### src/rtl/upe_add32_uu.sv
// ---------------------------------------------------------------------------
// upe_add32_uu
// Registered unsigned + unsigned adder with carry-in and carry-out, built
// from carry-lookahead groups whose group carries ripple from group to group.
// One result per accepted operand pair, one-cycle latency. The result is
// held until the next accepted pair.
//
// Ports:
//   clk        rising-edge clock
//   rst        synchronous active-high reset (priority over in_valid)
//   AB, CD     unsigned operands, WIDTH bits
//   carryin    carry into bit 0
//   in_valid   operands/carryin valid this cycle
//   Out        registered sum bits [WIDTH-1:0]
//   carryout   registered carry out of bit WIDTH-1
//   out_valid  registered, high for one cycle per accepted pair
// ---------------------------------------------------------------------------
module upe_add32_uu #(
  parameter int WIDTH = 32,
  parameter int GROUP = 4
) (
  input  logic             clk,
  input  logic             rst,
  input  logic [WIDTH-1:0] AB,
  input  logic [WIDTH-1:0] CD,
  input  logic             carryin,
  input  logic             in_valid,
  output logic [WIDTH-1:0] Out,
  output logic             carryout,
  output logic             out_valid
);

  localparam int NGRP = WIDTH / GROUP;

  logic [WIDTH-1:0] gen_s;
  logic [WIDTH-1:0] prop_s;
  logic [WIDTH-1:0] sum_s;
  logic             cout_s;

  logic [WIDTH-1:0] out_r;
  logic             cout_r;
  logic             vld_r;

  // Per-bit generate and propagate terms.
  assign gen_s  = AB & CD;
  assign prop_s = AB ^ CD;

  // Lookahead inside each group, group carry rippling to the next group.
  always_comb begin
    logic grp_c;
    logic bit_c;
    logic run_p;
    logic grp_g;
    logic grp_p;
    sum_s  = {WIDTH{1'b0}};
    cout_s = 1'b0;
    grp_c  = carryin;
    bit_c  = 1'b0;
    run_p  = 1'b1;
    grp_g  = 1'b0;
    grp_p  = 1'b1;
    for (int k = 0; k < NGRP; k++) begin
      // Carry into bit i of the group as a flat sum of products:
      // g[i-1] | p[i-1]g[i-2] | ... | p[i-1..0]&cin_group.
      for (int i = 0; i < GROUP; i++) begin
        bit_c = 1'b0;
        run_p = 1'b1;
        for (int j = i - 1; j >= 0; j--) begin
          bit_c = bit_c | (run_p & gen_s[k*GROUP + j]);
          run_p = run_p & prop_s[k*GROUP + j];
        end
        bit_c = bit_c | (run_p & grp_c);
        sum_s[k*GROUP + i] = prop_s[k*GROUP + i] ^ bit_c;
      end
      // Group generate/propagate, independent of the incoming group carry.
      grp_g = 1'b0;
      grp_p = 1'b1;
      for (int j = GROUP - 1; j >= 0; j--) begin
        grp_g = grp_g | (grp_p & gen_s[k*GROUP + j]);
        grp_p = grp_p & prop_s[k*GROUP + j];
      end
      grp_c = grp_g | (grp_p & grp_c);
    end
    cout_s = grp_c;
  end

  // Output registers: load on an accepted pair, otherwise hold data.
  always_ff @(posedge clk) begin
    if (rst) begin
      out_r  <= {WIDTH{1'b0}};
      cout_r <= 1'b0;
      vld_r  <= 1'b0;
    end else if (in_valid) begin
      out_r  <= sum_s;
      cout_r <= cout_s;
      vld_r  <= 1'b1;
    end else begin
      vld_r  <= 1'b0;
    end
  end

  assign Out       = out_r;
  assign carryout  = cout_r;
  assign out_valid = vld_r;

endmodule

### config.mk
export PLATFORM = sky130hd
export DESIGN_NAME = upe_add32_uu
export DESIGN_NICKNAME = d
export VERILOG_FILES = /design/src/rtl/upe_add32_uu.sv
export SDC_FILE = /design/constraint.sdc
export NUM_CORES = 1
export LEC_CHECK = 0
export ABC_AREA = 1
export CAP_MARGIN = 40
export CORE_MARGIN = 2
export CORE_UTILIZATION = 40
export DETAILED_ROUTE_END_ITERATION = 8
export PLACE_DENSITY = 0.84
export SETUP_SLACK_MARGIN = 0.3
export SKIP_LAST_GASP = 1
export SLEW_MARGIN = 20
export SYNTH_ARGS = -nofsm -noshare
export SYNTH_HDL_FRONTEND = slang
export SYNTH_SLANG_ARGS = --single-unit
### constraint.sdc
create_clock -name clk -period 2.5 [get_ports clk]
set_input_delay 0.375 -clock clk [delete_from_list [all_inputs] [get_ports clk]]
set_output_delay 0.375 -clock clk [all_outputs]
set_load 0.02 [all_outputs]
# == Yosys cells after proc, flatten, opt, wreduce, memory -nomap -nowiden ==
# Index checks and enable logic that the tools add are counted.
# totals
register_bits,34
out_inout_bits,34
word_cells,246
# classes
mux,1
bitwise_logic,242
# ops
op,n
$and 1x1->1,128
$or 1x1->1,80
$and 32x32->32,1
$xor 1x1->1,32
$xor 32x32->32,1
$mux 1,1

# == Logic depth before layout (Yosys ltp) ==
# Gate-level depths: netlist of the first run.
# depth
word_depth,21
ltp_mapped,23

# == Worst setup path after synthesis of the first run ==
# OpenSTA, ideal clock, no wires.
# synth_path
path_kind,input-to-reg
start,input AB[2]
end,"register out_r[29], in the netlist Out[29]"
arrival_ns,2.342
required_time_ns,2.385
setup_slack_ns,0.043
cell_stages,22
path_buffers,0
cell_sequence,ha_1 -> nand2_1 -> inv_2 -> nand3_2 -> nand2_2 -> nand2_2 -> nand2_2 -> nand2_2 -> nand2_2 -> nand2_2 -> nand2_2 -> nand2_2 -> nand2_2 -> nand2_2 -> nand2_4 -> nand2_4 -> nand2_4 -> inv_1 -> fa_1 -> xnor2_1 -> o21ai_0 -> inv_1
# synth_between
elab_chain_cells,21
# synth_lines
element,line,source
from (decl),24,"input logic [WIDTH-1:0] AB,"
$and 32x32->32 / $xor 32x32->32 (equally long branches),"45, 46",
$and 1x1->1 (on tied branches),"79, 80",
"$or 1x1->1, or another cell as far along (2 in a row)",79,grp_g = grp_g | (grp_p & gen_s[k*GROUP + j]);
$or 1x1->1 / $and 1x1->1 (equally long branches),"79, 82",
$or 1x1->1 *,82,grp_c = grp_g | (grp_p & grp_c);
$and 1x1->1 *,82,
$or 1x1->1 *,82,
$and 1x1->1 *,82,
[4 not listed],n/a,
$or 1x1->1 *,82,
$and 1x1->1 *,82,
$or 1x1->1 *,82,
$and 1x1->1 *,82,
$or 1x1->1 *,82,
$and 1x1->1 *,72,bit_c = bit_c | (run_p & grp_c);
$or 1x1->1 *,72,
$xor 1x1->1 *,73,sum_s[k*GROUP + i] = prop_s[k*GROUP + i] ^ bit_c;
to (signal assigned),90,out_r <= {WIDTH{1'b0}};
to (signal assigned),94,out_r <= sum_s;
to (decl),40,logic [WIDTH-1:0] out_r;
# Mark *: on every way between the ends. The rest lies on a longest branch, timed or not.
# A chain may end at the register's enable or synchronous reset.

# == Worst setup path in the final report of the first run ==
# layout_path
start,input AB[7]
end,"register out_r[12], in the netlist Out[12]"
# layout_between
elab_chain_cells,9
# layout_lines
element,line,source
$xor 32x32->32,46,assign prop_s = AB ^ CD;
$and 1x1->1 (on tied branches),"79, 80",
"$or 1x1->1, or another cell as far along (2 in a row)",79,
$or 1x1->1 / $and 1x1->1 (equally long branches),"79, 82",
$or 1x1->1 *,82,
$and 1x1->1 *,82,
$or 1x1->1 *,82,
$xor 1x1->1 *,73,
# Marks and branches as above.

==> impl_metrics.toml, run 1 <==
[timing]
setup_ws_ns = 0.292
finalHoldViolCount = 0
slew_viol_final = 0
fin_crit_sh = 0.883
max_freq_mhz = 453
finalSetupViolCount = 0
worst_pin_slew_ns = 0.606
relSlewSlack = 0.595
skew_ns = 0
rsz0062_at_grt = "true"
min_period_ns = 2.21
holdWs_ns = 0.484

[cells_and_area]
final_cell_mix = "clkdlybuf4s50_1 (57), nor2_1 (51), inv_1 (46)"
multi_input_area_sq_um = 2020
antennaDiodeCount = 0
syn_to_final_growth_pct = 73.2
drive_gt1_frac = 0.311
nets = 596
final_common_cell = "clkdlybuf4s50_1"
ff_latch_area_sq_um = 681
fillCellCount = 486

[routing]
drt_iter0_markers = 62
routed_wl_microns = 7630
dr_total_vias = 2777
drt_pass1_iterations = 4
final_antenna_net_count = 0
via_per_inst = 4.91
wire_per_inst_microns = 13.5
post-route-drc-count = 0

[cts]
path_clk_slew_ns = 0.07
cts_made_buffers = 5
clk_latency_ns = 0.28
htreeDepth = 2
cts_sinks = 34
cts-root-buf = "clkbuf_8"
clk_path_buf_depth = 2
cts_tree = "yes"

[critical_path]
crit_slowest_cell = "fa_2"
end_kind = "register"
path_cells = "buf_6 -> ha_4 -> a21oi_2 -> nand2_1 -> nor2_2 -> nand2_2 -> nand2_2 -> nand2_2 -> buf_4 -> buf_4 -> buf_4 -> buf_4 -> inv_2 -> fa_2 -> a21oi_1"
crit_top_cell = "buf_4"
crit_arrival_ns = 2.41
cp_max_fo = 4
slowest_delay_ns = 0.43
required_ns = 2.71
start_kind = "primary input"
crit_type = "primary input to register"

[place]
portBuffers = 101
hpwl_microns = 5500
globalplace.congestion = 0.772
place_ws_ns = -0.440

[yosys]
ys_seq_area_frac = 0.266
synth_area_sq_um = 2560
syn_area_per_cell_sq_um = 7.43
synth_edf_count = 0
synthDistinctLibCells = 26
synthArstFlopShare = 0
synth_warnings = 0
synthFlopType = "dfxtp_1"
synth_fp_nets = 452
netlist_instances = 344
synth_seq_cells = 34

[grt]
grt_pass1_vias = 2808
antenna_found_initial = 0
grt.total_usage = 0.209
grt_overflow_total = 0
grt_max_degree = 34
grt_pass1_wl_microns = 12200

[die]
dieWidth_microns = 84.0
die_h_microns = 84.0
initial_core_util = 0.407
rows = 29
ios = 102
dieArea_sq_um = 7050
core_area_sq_um = 6280

[pwr]
power-per-cell-area_nw_per_um2 = 452
switchingPower_uw = 657
ir_drop_mv = 0.265
pwr-share-clk = 0.236
pwr-share-comb = 0.451
leakagePower_uw = 0.00208
p_int_uw = 1340
p_sw_frac = 0.328
seq_power_share = 0.313

[outcome]
status = "completed"

[flow_run]
maxCapViolCount = 0

[hold_path]
holdCritPathClass = "primary input to register"
==> final cells by class <==
| type | instances | share of cell area |
|---|---|---|
| Multi-Input combinational cell | 248 | 0.457 |
| Timing Repair Buffer | 146 | 0.298 |
| Sequential cell | 34 | 0.154 |
| Inverter | 53 | 0.0449 |
| Clock buffer | 8 | 0.0249 |
| Tap cell | 77 | 0.0218 |
==> power groups by stage <==
stage                     combinational, uW  clock [uW]  sequential (uW)
after floorplan                         361           0              700
after global placement                  769           0              635
after detailed placement                795           0              637
after CTS                               849         483              626
after global routing                    984         506              632
final                                   903         473              626
==> registers in the layout, summed over array words and instances, names as in the netlist <==
| signal | cells |
|---|---|
| out_valid | 1 |
| Out | 32 |
| carryout | 1 |
==> per-stage QoR <==
stage / total power (uW) / util / instance area (sq um) / TNS, ns / instances
2_1_floorplan: 1060 / - / 2660 / 0 / 344
3_3_place_gp: 1400 / 0.631 / 3960 / -2.24 / 546
3_5_place_dp: 1430 / 0.631 / 3960 / -3.41 / 546
4_1_cts: 1960 / 0.681 / 4270 / 0 / 564
5_1_grt: 2120 / 0.706 / 4430 / 0 / 566
6_report: 2000 / 0.706 / 4430 / 0 / 566
==> cell usage after synthesis (2+ instances only) <==
| library cell | count | area, sq um |
|---|---|---|
| nor2_1 | 55 | 206 |
| inv_1 | 50 | 188 |
| dfxtp_1 | 34 | 681 |
| a21oi_1 | 32 | 160 |
| ha_1 | 32 | 400 |
| o21ai_0 | 30 | 150 |
| nand2_1 | 26 | 97.6 |
| nand3_1 | 14 | 70.1 |
| xor2_1 | 13 | 114 |
| nand2_2 | 12 | 75.1 |
| fa_1 | 8 | 160 |
| xnor2_1 | 7 | 61.3 |
| clkbuf_1 | 6 | 22.5 |
| o21ai_1 | 6 | 30.0 |
| a21oi_2 | 3 | 26.3 |
| inv_2 | 3 | 11.3 |
| nand2_4 | 3 | 33.8 |
| buf_4 | 2 | 15.0 |
==> worst max-delay path, delay by kind of cell <==
| kind | cells | cell delay [ns] |
|---|---|---|
| AOI/OAI and AO/OA | 2 | 0.29 |
| adders and majority gates | 2 | 0.68 |
| buffers and inverters | 6 | 0.67 |
| and+or+nand+nor | 5 | 0.40 |
==> kinds of logic (layout without fill, tap and decap cells) <==
| family | Yosys count | after routing | share of synthesized area |
|---|---|---|---|
| simple gates | 115 | 115 | 0.203 |
| compound gates | 73 | 73 | 0.149 |
| buf+inv | 62 | 207 | 0.0939 |
| fa+ha+maj | 40 | 40 | 0.219 |
| flops | 34 | 34 | 0.266 |
| xor+xnor | 20 | 20 | 0.0685 |
==> per-layer routing <==
metal | vias up | track usage | part of all wire
met3 | 8 | 0.0495 | 0.058
met5 | - | 0 | 0
li1 | 1392 | - | -
met2 | 91 | 0.411 | 0.54
met1 | 1286 | 0.226 | 0.39
met4 | 0 | 0.0396 | 0.0090
==> worst paths after layout <==
kind	to	slack (ns)	depth (start not counted)	from
worst min register to register	Out[4]	0.52	2	Out[4]
worst max-delay path	Out[12]	0.29	15	AB[7]
worst min-delay path	Out[20]	0.48	2	in_valid
worst max register to register	Out[11]	1.75	2	Out[11]
==> timing repair <==
action	4_1_cts	5_1_grt
gates resized for setup	132	31
pin swaps	44	28
endpoints found under the setup margin	19	16
hold buffers	0	0
endpoints found under the hold margin	0	0
setup buffers	10	2
No activity file was read; power rests on OpenSTA's default activity.
==> run 2: changes to the inputs <==
CORE_UTILIZATION = 42   (was 40)
clock period = 2.7 ns   (was 2.5 ns; I/O delays follow)
==> run 2 against run 1 <==
Against the previous run: die area fell by 4.5%; non-clock buffer count fell by 8; final cell count down 1.9%; setup slack gained 0.12 ns; final area shrank 4.0%; clock-buffer cell count fell by 1; clock power shrank 25%; register-to-register slack improved by 0.24 ns; hold slack better by 0.018 ns; critical path type unchanged; highest routed layer unchanged.
==> impl_metrics.toml, run 2 (synthesis results as in run 1) <==
[outcome]
status = "completed"

[routing]
drt_iter0_markers = 57
wire_per_inst_microns = 13.1
drt_pass1_iterations = 4
final_antenna_net_count = 0
dr_total_vias = 2691
post-route-drc-count = 0
routed_wl_microns = 7280
via_per_inst = 4.85

[cts]
clk_latency_ns = 0.28
hold_buffers = 0
cts-root-buf = "clkbuf_8"
cts_made_buffers = 5
cts_sinks = 34
path_clk_slew_ns = 0.07
cts_tree = "yes"
htreeDepth = 2
clk_path_buf_depth = 2

[grt]
met2_usage = 0.423
grt_max_degree = 27
use_met3 = 0.0604
grt_overflow_total = 0
met1_usage = 0.230
antenna_found_initial = 0
grt_most_used_layer = "met2"
grt.total_usage = 0.219
grt_pass1_vias = 2679
grt_pass1_wl_microns = 11400

[cells_and_area]
drive_gt1_frac = 0.263
final_area_sq_um = 4250
final_common_cell = "clkdlybuf4s50_1"
fin_cells = 555
antennaDiodeCount = 0
syn_to_final_growth_pct = 66.3
multi_input_area_sq_um = 1960
largest_register_ffs = 32
ff_latch_area_sq_um = 681
nets = 588
final_cell_mix = "clkdlybuf4s50_1 (63), nor2_1 (49), inv_1 (48)"
fillCellCount = 461

[place]
portBuffers = 101
dp_cells = 538
globalplace.congestion = 0.861
placed_cell_area_sq_um = 3860
hpwl_microns = 5330

[die]
dieArea_sq_um = 6730
rows = 28
core_area_sq_um = 5890
ios = 102
dieWidth_microns = 82.0
die_h_microns = 82.0
initial_core_util = 0.435

[timing]
relSlewSlack = 0.594
finalSetupViolCount = 0
holdWs_ns = 0.502
fin_crit_sh = 0.848
max_freq_mhz = 437
slew_viol_final = 0
finalHoldViolCount = 0
rsz0062_at_grt = "true"
skew_ns = 0
worst_pin_slew_ns = 0.609
min_period_ns = 2.29

[pwr]
pwr-share-comb = 0.458
ir_drop_mv = 0.228
switchingPower_uw = 589
seq_power_share = 0.335
pwr-share-clk = 0.206
p_sw_frac = 0.341
power-per-cell-area_nw_per_um2 = 406
leakagePower_uw = 0.00205
p_int_uw = 1140
p_total_uw = 1730

[flow_run]
maxCapViolCount = 0

[hold_path]
holdCritPathClass = "register to register"

[critical_path]
cp_max_fo = 3
required_ns = 2.92
crit_arrival_ns = 2.51
start_kind = "primary input"
crit_type = "primary input to register"
end_kind = "register"
-- run 2: changes by cell type in the layout (fill, tap and decap cells not counted), moves of 4 or more --
cell / delta
dlygate4sd2_1: -5
buf_6: -6
clkdlybuf4s50_1: +6
dlymetal6s2s_1: +4
clkbuf_2: +6
ha_1: +5
a21oi_1: +5
buf_4: -8
-- run 2: area by class of cell --
type,instances,area share
well taps,75,0.0221
flip-flops and latches,34,0.160
multi-input cells,248,0.460
inverters,53,0.0468
repair buffers,138,0.294
clock buffers,7,0.0179
-- run 2: per-stage QoR --
step / TNS [ns] / worst slack, ns / utilization
global placement: -0.734 / -0.197 / 0.656
floorplan: 0 / 0.301 / -
finish: 0 / 0.411 / 0.723
detailed placement: -1.23 / -0.289 / 0.656
CTS: 0 / 0.301 / 0.699
global route: 0 / 0.265 / 0.723
-- run 2: power groups by stage --
stage	Clock [uW]	Combinational [uW]	Sequential, uW
final	356	793	580
after global routing	385	875	585
after CTS	363	748	580
after detailed placement	0	707	591
after global placement	0	687	588
after floorplan	0	324	648
-- run 2: worst max-delay path, cell delays in order --
cell and delay, ns:
clkdlybuf4s50_1 0.40, ha_1 0.32, a21oi_2 0.16, inv_1 0.06, a21oi_2 0.13, nor2_1 0.06
nor2_2 0.18, nand2_4 0.09, nand2_4 0.06, nand2_4 0.04, inv_2 0.05, fa_2 0.43
a21oi_2 0.12
-- run 2: per-layer routing --
layer | up-vias | share of wire
li1 | 1368 | -
met1 | 1230 | 0.38
met2 | 82 | 0.53
met3 | 11 | 0.076
met4 | 0 | 0.010
met5 | - | 0
-- run 2: worst paths after layout --
| path | from | slack (ns) | endpoint | cells after the start |
|---|---|---|---|---|
| worst max-delay path | CD[21] | 0.41 | Out[28] | 13 |
| worst min-delay path | Out[4] | 0.50 | Out[4] | 2 |
| worst max register to register | Out[22] | 1.99 | Out[22] | 4 |
| worst min register to register | Out[4] | 0.50 | Out[4] | 2 |
-- run 2: repair_timing --
action	in CTS	in global routing
setup buffers	7	3
resized for setup	80	54
pin swaps	27	27
endpoints found under the setup margin	10	8
